==> src/rtl/mem_access_stage_pkg.sv <==
// Purpose: shared types and defaults for the MEM pipeline stage.
// Latency: n/a (declarations only).
// Backpressure: n/a.
package mem_stage_pkg;

  typedef enum logic [1:0] {
    IDLE = 2'd0,
    WAIT = 2'd1,
    DONE = 2'd2
  } mem_state_e;

  localparam int unsigned BASE_ADDR_DEF = 1024;
  localparam int unsigned ADDR_W_DEF    = 16;
  localparam int unsigned TIMEOUT_DEF   = 255;

  // Wide enough to hold 0..TIMEOUT.
  function automatic int unsigned cnt_width(input int unsigned timeout);
    return $clog2(timeout + 1);
  endfunction

endpackage

==> src/rtl/mem_access_stage_if.sv <==
// Purpose: request/ready bus between the MEM stage and the SRAM controller.
// Latency: n/a (wires only).
// Backpressure: master holds req/we/addr/wdata until a one-cycle mem_ready pulse.
// Ports: mem_req, mem_we, mem_addr, mem_wdata (master -> slave);
//        mem_ready, mem_rdata (slave -> master).
interface mem_access_stage_if #(
  parameter int unsigned ADDR_W = 16
);
  logic              mem_req;
  logic              mem_we;
  logic [ADDR_W-1:0] mem_addr;
  logic [31:0]       mem_wdata;
  logic              mem_ready;
  logic [31:0]       mem_rdata;

  modport master (
    output mem_req, mem_we, mem_addr, mem_wdata,
    input  mem_ready, mem_rdata
  );

  modport slave (
    input  mem_req, mem_we, mem_addr, mem_wdata,
    output mem_ready, mem_rdata
  );
endinterface

==> src/rtl/mem_access_stage_addr_xlate.sv <==
// Purpose: byte address -> data-memory word address plus bad-address flag.
// Latency: combinational.
// Backpressure: none.
// Ports: byte_addr_i (effective byte address), word_addr_o (word index from
//        BASE_ADDR), bad_o (below BASE_ADDR or not word aligned).
module mem_addr_xlate
  import mem_stage_pkg::*;
#(
  parameter int unsigned BASE_ADDR = BASE_ADDR_DEF,
  parameter int unsigned ADDR_W    = ADDR_W_DEF
) (
  input  logic [31:0]       byte_addr_i,
  output logic [ADDR_W-1:0] word_addr_o,
  output logic              bad_o
);

  localparam logic [31:0] BASE_VEC = BASE_ADDR;

  // BASE_ADDR is word aligned, so the low two bits never borrow and the word
  // index is just the difference of the word-address fields, already truncated.
  assign word_addr_o = byte_addr_i[ADDR_W+1:2] - BASE_VEC[ADDR_W+1:2];
  assign bad_o       = (byte_addr_i < BASE_VEC) || (byte_addr_i[1:0] != 2'b00);

endmodule

==> src/rtl/mem_access_stage.sv <==
// Purpose: MEM stage; issues loads/stores to a multi-cycle SRAM and freezes the pipe.
// Latency: 1 cycle for non-memory ops (pass-through); memory ops freeze 1 + WAIT cycles, data in DONE.
// Backpressure: freeze holds all pipeline registers until the access completes or times out.
// Ports: clk/rst; EXE/MEM inputs (wb_en_in, mem_read_in, mem_write_in, dest_in,
//        alu_result_in, reg2_in); mem (SRAM bus, master side); freeze; MEM/WB
//        outputs (wb_en_out, mem_read_out, dest_out, alu_result_out, mem_data_out);
//        mem_err (high only in DONE after a bad address or timeout).
module mem_access_stage
  import mem_stage_pkg::*;
#(
  parameter int unsigned BASE_ADDR = BASE_ADDR_DEF,
  parameter int unsigned ADDR_W    = ADDR_W_DEF,
  parameter int unsigned TIMEOUT   = TIMEOUT_DEF
) (
  input  logic                clk,
  input  logic                rst,
  input  logic                wb_en_in,
  input  logic                mem_read_in,
  input  logic                mem_write_in,
  input  logic [4:0]          dest_in,
  input  logic [31:0]         alu_result_in,
  input  logic [31:0]         reg2_in,
  mem_access_stage_if.master  mem,
  output logic                freeze,
  output logic                wb_en_out,
  output logic                mem_read_out,
  output logic [4:0]          dest_out,
  output logic [31:0]         alu_result_out,
  output logic [31:0]         mem_data_out,
  output logic                mem_err
);

  localparam int unsigned CNT_W = cnt_width(TIMEOUT);
  typedef logic [CNT_W-1:0] cnt_t;
  localparam cnt_t CNT_LAST = cnt_t'(TIMEOUT - 1);

  mem_state_e        state_q, state_d;
  cnt_t              cnt_q, cnt_d;
  logic              req_q, req_d;
  logic              we_q, we_d;
  logic [ADDR_W-1:0] addr_q, addr_d;
  logic [31:0]       wdata_q, wdata_d;
  logic [31:0]       data_q, data_d;
  logic              err_q, err_d;

  logic              access;
  logic              addr_bad;
  logic [ADDR_W-1:0] word_addr;

  assign access = mem_read_in | mem_write_in;

  mem_addr_xlate #(
    .BASE_ADDR (BASE_ADDR),
    .ADDR_W    (ADDR_W)
  ) u_xlate (
    .byte_addr_i (alu_result_in),
    .word_addr_o (word_addr),
    .bad_o       (addr_bad)
  );

  always_ff @(posedge clk) begin
    if (rst) begin
      state_q <= IDLE;
      cnt_q   <= '0;
      req_q   <= 1'b0;
      we_q    <= 1'b0;
      addr_q  <= '0;
      wdata_q <= '0;
      data_q  <= '0;
      err_q   <= 1'b0;
    end else begin
      state_q <= state_d;
      cnt_q   <= cnt_d;
      req_q   <= req_d;
      we_q    <= we_d;
      addr_q  <= addr_d;
      wdata_q <= wdata_d;
      data_q  <= data_d;
      err_q   <= err_d;
    end
  end

  always_comb begin
    state_d = state_q;
    cnt_d   = cnt_q;
    req_d   = req_q;
    we_d    = we_q;
    addr_d  = addr_q;
    wdata_d = wdata_q;
    data_d  = data_q;
    err_d   = err_q;
    freeze  = 1'b0;

    case (state_q)
      IDLE: begin
        if (access) begin
          freeze = 1'b1;
          if (addr_bad) begin
            // No request goes out, so a bad store never reaches memory.
            state_d = DONE;
            err_d   = 1'b1;
            data_d  = '0;
          end else begin
            state_d = WAIT;
            req_d   = 1'b1;
            we_d    = mem_write_in;  // read+write together counts as a write
            addr_d  = word_addr;
            wdata_d = reg2_in;
            cnt_d   = '0;
          end
        end
      end
      WAIT: begin
        freeze = 1'b1;
        if (mem.mem_ready) begin
          state_d = DONE;
          req_d   = 1'b0;
          err_d   = 1'b0;
          if (!we_q) data_d = mem.mem_rdata;
        end else if (cnt_q == CNT_LAST) begin
          state_d = DONE;
          req_d   = 1'b0;
          err_d   = 1'b1;
          data_d  = '0;
        end else begin
          cnt_d = cnt_q + cnt_t'(1);
        end
      end
      DONE: begin
        // freeze low here lets EXE/MEM advance at the end of this cycle.
        state_d = IDLE;
      end
      default: begin
        state_d = IDLE;
      end
    endcase
  end

  assign mem.mem_req   = req_q;
  assign mem.mem_we    = we_q;
  assign mem.mem_addr  = addr_q;
  assign mem.mem_wdata = wdata_q;

  assign mem_err        = (state_q == DONE) && err_q;
  assign mem_data_out   = data_q;
  assign wb_en_out      = wb_en_in;
  assign mem_read_out   = mem_read_in;
  assign dest_out       = dest_in;
  assign alu_result_out = alu_result_in;

endmodule

==> src/flat_wrapper.sv <==
// flat-port wrapper written by rule: the top's interface ports become plain ports
module mem_access_stage_flat import mem_stage_pkg::*;
#(
  parameter int unsigned BASE_ADDR = BASE_ADDR_DEF,
  parameter int unsigned ADDR_W    = ADDR_W_DEF,
  parameter int unsigned TIMEOUT   = TIMEOUT_DEF
)
  (clk, rst, wb_en_in, mem_read_in, mem_write_in, dest_in, alu_result_in, reg2_in, freeze, wb_en_out, mem_read_out, dest_out, alu_result_out, mem_data_out, mem_err, mem_mem_req, mem_mem_we, mem_mem_addr, mem_mem_wdata, mem_mem_ready, mem_mem_rdata);
  mem_access_stage_if #(.ADDR_W(ADDR_W)) mem_i ();
  input  logic clk;
  input  logic rst;
  input  logic wb_en_in;
  input  logic mem_read_in;
  input  logic mem_write_in;
  input  logic [4:0] dest_in;
  input  logic [31:0] alu_result_in;
  input  logic [31:0] reg2_in;
  output logic freeze;
  output logic wb_en_out;
  output logic mem_read_out;
  output logic [4:0] dest_out;
  output logic [31:0] alu_result_out;
  output logic [31:0] mem_data_out;
  output logic mem_err;
  output wire logic [$bits(mem_i.mem_req)-1:0] mem_mem_req;
  output wire logic [$bits(mem_i.mem_we)-1:0] mem_mem_we;
  output wire logic [$bits(mem_i.mem_addr)-1:0] mem_mem_addr;
  output wire logic [$bits(mem_i.mem_wdata)-1:0] mem_mem_wdata;
  input wire logic [$bits(mem_i.mem_ready)-1:0] mem_mem_ready;
  input wire logic [$bits(mem_i.mem_rdata)-1:0] mem_mem_rdata;
  assign mem_mem_req = mem_i.mem_req;
  assign mem_mem_we = mem_i.mem_we;
  assign mem_mem_addr = mem_i.mem_addr;
  assign mem_mem_wdata = mem_i.mem_wdata;
  assign mem_i.mem_ready = mem_mem_ready;
  assign mem_i.mem_rdata = mem_mem_rdata;
  mem_access_stage #(.BASE_ADDR(BASE_ADDR), .ADDR_W(ADDR_W), .TIMEOUT(TIMEOUT)) u_core (.clk(clk), .rst(rst), .wb_en_in(wb_en_in), .mem_read_in(mem_read_in), .mem_write_in(mem_write_in), .dest_in(dest_in), .alu_result_in(alu_result_in), .reg2_in(reg2_in), .mem(mem_i), .freeze(freeze), .wb_en_out(wb_en_out), .mem_read_out(mem_read_out), .dest_out(dest_out), .alu_result_out(alu_result_out), .mem_data_out(mem_data_out), .mem_err(mem_err));
endmodule
==> config.mk <==
export PLATFORM = sky130hd
export DESIGN_NAME = mem_access_stage_flat
export DESIGN_NICKNAME = d
export VERILOG_FILES = /design/src/rtl/mem_access_stage_pkg.sv /design/src/rtl/mem_access_stage_if.sv /design/src/rtl/mem_access_stage_addr_xlate.sv /design/src/rtl/mem_access_stage.sv /design/src/flat_wrapper.sv
export SDC_FILE = /design/constraint.sdc
export NUM_CORES = 1
export LEC_CHECK = 0
export ABC_AREA = 1
export ABC_CLOCK_PERIOD_IN_PS = 2590
export CORE_UTILIZATION = 40
export CTS_CLUSTER_DIAMETER = 80
export DETAILED_ROUTE_END_ITERATION = 6
export GPL_ROUTABILITY_DRIVEN = 0
export GPL_TIMING_DRIVEN = 0
export PLACE_DENSITY = 0.81
export SKIP_LAST_GASP = 1
export SLEW_MARGIN = 15
export SYNTH_ARGS = -nofsm -noshare
export SYNTH_HDL_FRONTEND = slang
export SYNTH_HIERARCHICAL = 1
export SYNTH_SLANG_ARGS = --single-unit
==> constraint.sdc <==
create_clock -name clk -period 2.59 [get_ports clk]
set_clock_uncertainty 0.15 [all_clocks]
set_input_delay 0.3885 -clock clk [delete_from_list [all_inputs] [get_ports clk]]
set_output_delay 0.3885 -clock clk [all_outputs]
set_load 0.02 [all_outputs]
* Yosys cells after proc, flatten, opt, wreduce, memory -nomap -nowiden
Index checks and enable logic that the tools add are counted.
Word-level totals: word-level logic and storage cells 62, bits in registers 93
Operators by class: bitwise logic cells 2, $add $sub $neg 2, magnitude comparators 1, multiplexer cells 28, equal/unequal tests 10, reduce and logical (&&, ||, !) cells 11
Operator list (count):
- $mux 32 | 5
- $pmux 32 s2 | 1
- $lt 32x11->1 const B | 1
- $mux 8 | 4
- $pmux 8 s2 | 1
- $sub 16x9->16 const B | 1
- $reduce_and 5->1 | 2
- $mux 1 | 9
- $add 8x1->8 const B | 1
- $eq 8x8->1 const B | 1
- $mux 2 | 4
- $reduce_and 4->1 | 2
- $ne 2x2->1 const B | 3
- $pmux 1 s2 | 3
- $ne 2x1->1 const B | 2
- $pmux 2 s2 | 1
- $reduce_bool 2->1 | 2
- $ne 3x2->1 const B | 1
- $ne 3x3->1 const B | 1
- $reduce_and 3->1 | 1
- $eq 2x1->1 const B | 1
- $eq 2x2->1 const B | 1
- $logic_not 2->1 | 1
- $reduce_and 2->1 | 1
- 4 further kinds | 4

* Depth between registers and ports, before layout
Gate-level depths: netlist (run 1).
word-level depth 5, gate-level depth with buffers 14, gate-level depth less buffers 13

* Hierarchy
Netlist (run 1), hierarchy kept.
By module, submodules not included:
- mem_access_stage | cells an instance 571, area each 4161.5 um^2, times used 1
- mem_addr_xlate | cells an instance 51, area each 271.5 um^2, times used 1

* Worst setup path before layout (run 1)
OpenSTA, ideal clock, no wires.
path type input-to-reg, start input alu_result_in[10], end register u_core.data_q[23] (netlist: u_core/mem_data_out[23]), stages on the path 14, buffers on the path 1, arrival time 1.664 ns, required time 2.325 ns, library setup time 0.115 ns, slack 0.661 ns, cells stage by stage inv_1 > ha_1 > inv_1 > nor2_1 > nand3_1 > nand2_1 > inv_1 > nand2_2 > o21ai_2 > nor2_8 > buf_6 > nand3_1 > nand2_1 > nor2_1
Between the ends: cells in the longest elaborated chain, start to end 4
Ends and longest elaborated chain:
- start, declared | RTL line flat_wrapper.sv:16 | input logic [31:0] alu_result_in;
- $lt 32x11->1 | RTL line mem_access_stage_addr_xlate.sv:22 | assign bad_o = (byte_addr_i < BASE_VEC) || (byte_addr_i[1:0] != 2'b00);
- $logic_or 1x1->1 | RTL line mem_access_stage_addr_xlate.sv:22
- via u_core.addr_bad | RTL line mem_access_stage.sv:47 | logic addr_bad;
- $ne 2x1->1 (no source line)
- $reduce_and 5->1 (no source line)
- end signal, assigned | RTL line mem_access_stage.sv:78 | data_q <= data_d;
- end, declared | RTL line mem_access_stage.sv:43 | logic [31:0] data_q, data_d;
The timed path passes the listed nets, and every way through them passes these cells. A chain may end at the register's enable or synchronous reset.

* Final worst setup path (run 1)
start input mem_read_in, end output freeze
Between the ends: cells in the longest elaborated chain, start to end 3
Ends and longest elaborated chain:
- start, declared | RTL line flat_wrapper.sv:13 | input logic mem_read_in;
- $or 1x1->1 | RTL line mem_access_stage.sv:50 | assign access = mem_read_in | mem_write_in;
- $mux 1 | RTL line mem_access_stage.sv:96 | if (access) begin
- $pmux 1 s2 | RTL line mem_access_stage.sv:94 | case (state_q)
- end, declared | RTL line flat_wrapper.sv:18 | output logic freeze;
No other way between the ends.

==> results of run 1 <==
## cell usage after synthesis (5+ instances only)
cell type and count:
nor2_1 153, nand2_1 101, dfxtp_1 93, o21ai_0 53, buf_4 50, nand3_1 45
a21oi_1 41, inv_1 20, buf_2 14, buf_6 9, clkbuf_1 6, nand2_2 5
nor2_2 5
## report_power, final
group	switching [mW]	internal, mW	leakage [nW]	total (mW)
Clock	0.527	0.480	0.103	1.01
Combinational	0.580	0.591	2.12	1.17
Sequential	0.0640	1.56	0.762	1.62
Total	1.17	2.63	2.98	3.80
## timing repair
item | CTS | global route
endpoints found under the hold margin | 0 | 0
gates resized for setup | 0 | 1
endpoints found under the setup margin | 0 | 1
hold buffers | 0 | 0
setup buffers | 0 | 0
## worst register-to-register path, delay by kind of cell (launching register included)
kind | cells | cell delay, ns
and+or+nand+nor | 5 | 0.56
adders and majority gates | 1 | 0.14
DFF | 1 | 0.35
buffers and inverters | 3 | 0.40
AOI/OAI and AO/OA | 1 | 0.07
## flip-flops by register name, summed over array words and instances, names as in the netlist
name and cells:
u_core/mem.mem_req 1, u_core/mem.mem_we 1, u_core/cnt_q 8, u_core/mem.mem_addr 16
u_core/mem.mem_wdata 32, u_core/state_q 2, u_core/err_q 1, u_core/mem_data_out 32
## metal layers
layer  global-route usage (%)  part of all wire (%)  up-vias
met5                        0                     0        -
met2                     38.7                    48      159
met4                     3.52                  0.31        0
met1                     26.2                    43     2085
li1                         -                     -     2384
met3                     8.72                   8.9        4
## area by class of cell
class	instances	area [µm²]
clock buffers	10	138
clock inverters	6	68.8
repair buffers	214	2140
plain buffers	83	586
inverters	22	82.6
well taps	140	175
multi-input cells	424	1910
flip-flops and latches	93	1860
fillers	995	3880
## cells in the final DEF (no fill, tap or decap), drive strengths merged, types with 2 or more instances in the layout
| cell type | n |
|---|---|
| a21oi | 41 |
| buf | 76 |
| clkbuf | 17 |
| clkdlybuf4s50 | 214 |
| clkinv | 2 |
| dfxtp | 93 |
| ha | 3 |
| inv | 24 |
| nand2 | 106 |
| nand3 | 47 |
| nor2 | 161 |
| nor3 | 2 |
| o21ai | 56 |
| or2 | 2 |
| xor2 | 2 |
## cell families after synthesis
| group | Yosys count | share of synthesized area, % |
|---|---|---|
| AOI/OAI and AO/OA | 98 | 11.2 |
| xor gates and xnor gates | 3 | 0.593 |
| adders and majority gates | 3 | 0.847 |
| buffers and inverters | 105 | 15.1 |
| and+or+nand+nor | 320 | 30.3 |
| DFF | 93 | 42.0 |
## stage by stage
step / area [µm²] / setup TNS, ns
detailed placement: 6750 / -3.78
CTS: 6960 / 0
global placement: 6750 / -3.33
global route: 6960 / 0
floorplan: 4430 / 0
finish: 6960 / 0
## final timing paths
check / slack [ns] / endpoint / start / cells past startpoint
setup reg to reg: 0.85 / u_core/mem_data_out[28]$_SDFFE_PP0P_ / u_core/cnt_q[0]$_SDFFE_PP0P_ / 10
setup / recovery: 0.11 / freeze / mem_read_in / 6
hold / removal: 0.1 / u_core/mem.mem_addr[5]$_SDFFE_PP0P_ / alu_result_in[7] / 3
hold reg to reg: 0.31 / u_core/err_q$_SDFFE_PP0P_ / u_core/err_q$_SDFFE_PP0P_ / 2
==> flow_summary.ini, run 1 <==
[outcome]
outcome = complete, no violations

[layout]
drive_gt1_share_pct = 12.8
nNetsFinal = 957
area_growth_pct = 57.0
fin_util_pct = 64.2
finalNonFillerCells = 992
diodes = 0

[logic_synthesis]
async_flop_share_pct = 0
ys_ff_latch = 93
synth_ff_type = dfxtp_1
yosysUniqueCellTypes = 30
syn_inst = 622
syn_nets = 732
post-synth-top-area-cell = dfxtp_1
synth_top_area_share_pct = 42.0
yosysSeqAreaShare_pct = 42.0
synth_warnings = 6
synth_edf_count = 0
synthTopCellsByArea = dfxtp_1 (42%), nor2_1 (13%), nand2_1 (8.6%)
synth_area_um2 = 4430
syn_avg_cell_area_um2 = 7.13

[sta]
slew_viol_final = 0
fmax_ghz = 0.403
rsz0062_at_grt = false
holdWs_ns = 0.0994
hold_violations = 0
tightest_slew_ns = 0.481
period_needed_ns = 2.48
relSlewSlack_pct = 67.9
timing.final.ws_setup_ns = 0.108
period_share_pct = 95.8
setup_viol = 0

[setup_path]
critPathKind = input pin to output port
critPathArrivalTime_ns = 1.94
cp_cell_sequence = clkdlybuf4s50_1 -> nor2_4 -> nand2_2 -> nand2_2 -> inv_1 -> clkdlybuf4s50_1
end_kind = output port
crit_fanout = 4
cp_slowest_cell = clkdlybuf4s50_1
required_ns = 2.05
cp_num_buf_inv = 3
path_delay_family = buffers and inverters
startpoint_type = input pin
critPathMaxStageDelay_ns = 0.61

[die]
io_pins = 230
core_area_um2 = 10800
std_cell_rows = 38
start_util_pct = 40.9
die_y_um = 107
dieArea_um2 = 11500
die_w_um = 107

[drt]
drtIter0Drc = 186
first_pass_iters = 5
drc_errors = 0
post_drt_wl_per_cell_um = 12.8
via_per_inst = 4.67
ant_nets = 0
num_vias = 4632
finalWirelength_um = 12700

[pwr]
vdd_drop_max_v = 0.000359
total_power_mw = 3.80
leakage_nw = 2.98
pwr_density_cell_nw_per_um2 = 546

[grt]
grt_pass1_vias = 4397
grt_pass1_wl_um = 20400
antenna_found_initial = 0
grt_start_max_net_pins = 17
grtUsageTotal_pct = 22.3
overflow = 0

[placed_design]
dp_slack_ns = -0.164
io_buffers = 214
dp.cells = 976
detailed_place_hpwl_um = 9680

[clock_tree]
h-tree-depth = 3
cts_root_buf = clkbuf_8
cts_tree = built
numCtsBuffers = 9
clock_latency_ns = 0.35
ctsLongestPathBuffers = 2
cts.sinks = 93
clk_pin_slew_ns = 0.10

[hold_path]
hp-class = input pin to flip-flop

[job]
drv_cap = 0
(Power assumes the default switching activity.)
==> run 2, diff against run 1 <==
--- a/config.mk
+++ b/config.mk
@@ -12,8 +12,8 @@
 export DETAILED_ROUTE_END_ITERATION = 6
 export GPL_ROUTABILITY_DRIVEN = 0
 export GPL_TIMING_DRIVEN = 0
+export HOLD_SLACK_MARGIN = 0.05
 export PLACE_DENSITY = 0.81
-export SKIP_LAST_GASP = 1
 export SLEW_MARGIN = 15
 export SYNTH_ARGS = -nofsm -noshare
 export SYNTH_HDL_FRONTEND = slang
==> results of run 2 <==
Same layout as run 1: the final DEF is identical, and so are final timing and power.
==> patch (config.mk and constraints of run 2) <==
Register the output `mem_err`; this adds one clock of latency there. The other outputs are not delayed to match.
--- a/src/rtl/mem_access_stage.sv
+++ b/src/rtl/mem_access_stage.sv
@@ -143,3 +143,5 @@
 
-  assign mem_err        = (state_q == DONE) && err_q;
+  always_ff @(posedge clk) begin
+    mem_err <= (state_q == DONE) && err_q;
+  end
   assign mem_data_out   = data_q;
Behaviour: not the same (a bounded check fails within 4 cycles, from zero or initial values and one cycle with rst high).
==> patch against run 2 <==
- sequential cell count is 1 higher
- design area is 0.25% lower
- clock power is 12% lower
- worst setup slack better by 0.080 ns
- area after synthesis is 0.45% higher
- cell count is 0.10% higher
- critical path depth stayed put
- global-route usage is 0.31 points higher
- wire length is 0.94% higher
- maximum frequency is 3.3% higher
- power is 2.7% lower
- critical path type unchanged
==> patch: results (changes against run 2) <==
Clock Power Share 24.1% (-2.4 points); R2R Setup Slk 0.89 ns (+0.04 ns); arrival time worst endpoint 1.86 ns (-0.08 ns); share of layout cells above drive strength 1 12.78% (-0.015 points); clk slew on worst S/H paths 0.10 ns (about the same); Layout clock area frac 2.505% (-0.46 points); Comb pwr share 31.6% (+0.8 points); Cell Int Power 0.002513 W (-4.3%); Synth Area in XOR/XNOR 0.5901% (-0.0027 points); Leakage 2.966 nW (-0.48%); Crit path largest cell delay 0.53 ns (-0.08 ns); fillers 985 (-1.0%); nets 958 (+0.10%); clock sink total 94 (+1.1%); met2 Usage GRT 39.29% (+0.58 points); Gate Count Post-Synth 623 (+0.16%); clock buffers 9 (-1); wire length per cell 12.95 um (+0.84%); met2 WL 6224 um (+2.4%); multi-input logic area 1903 um^2 (-0.26%); DRT met1 WL 5265 um (-4.0%); vias in the first global route 4,495 (+2.2%); First-pass DRT Iterations 4 (-1); Cells on Worst Hold Path 3 (unchanged); Post-synth top cells nor2_1 (153), nand2_1 (101), dfxtp_1 (94); Seq area share 27.10% (+0.36 points); clock tree root driver cell clkbuf_8; met3 usage 8.232% (-0.48 points); global-route wire length before repair 20,730 um (+1.6%); placed cell count 977 (+0.10%); end of the worst register-to-register path u_core/mem_data_out[27]; delay-heaviest family, CP buffers and inverters; status finished, final reports clean; critical path launch point mem_write_in; Met3 Wirelength 1201 um (+5.4%); initial drt markers 201 (+8.1%); Syn Nets 733 (+0.14%); worst-path cell with the longest stage delay clkdlybuf4s50_1; VDD IR max 0.0003574 V (-0.41%); Vias 4,650 (+0.39%); GRT Util Overall 22.56% (+0.31 points); Adder-Cell Fraction of Synth Area 0.8429% (-0.0038 points); worst skew pair latency 0.37 ns (+0.02 ns); Syn. warnings 6 (unchanged); GR Layer Usage met1 25.56% (-0.64 points); initial antenna violation count 0 (unchanged); Finished Layout Cells 993 (+0.10%); sequential share of the synthesized area 42.26% (+0.26 points); buffer share of cell area 39.28% (+0.099 points); ranking of synthesized cells by area dfxtp_1 (42%), nor2_1 (13%), nand2_1 (8.5%); Worst-Margin Slew 0.4573 ns (-0.02376 ns); Synth Area in Compound Gates 11.15% (-0.050 points)
patch: worst min-delay path by stage:
stage	start	end
2_1_floorplan	u_core/err_q	u_core/mem_err
3_3_place_gp	u_core/err_q	u_core/mem_err
3_5_place_dp	u_core/err_q	u_core/mem_err
4_1_cts	alu_result_in[2]	u_core/mem.mem_addr[0]
5_1_grt	alu_result_in[3]	u_core/mem.mem_addr[1]
6_report	alu_result_in[7]	u_core/mem.mem_addr[5]
patch: metrics by stage:
step / instance area [um^2] / hold WS (ns) / total power [W] / TNS (ns) / setup WS [ns]
final: 6944 / 0.08077 / 0.003696 / 0 / 0.1880
after global routing: 6944 / 0.08078 / 0.003902 / 0 / 0.006180
after CTS: 6944 / 0.06608 / 0.003738 / 0 / 0.1697
after detailed placement: 6770 / 0.2926 / 0.002838 / -4.530 / -0.1341
after global placement: 6770 / 0.2825 / 0.002826 / -3.833 / -0.1291
after floorplan: 4453 / 0.2708 / 0.002294 / 0 / 0.6614
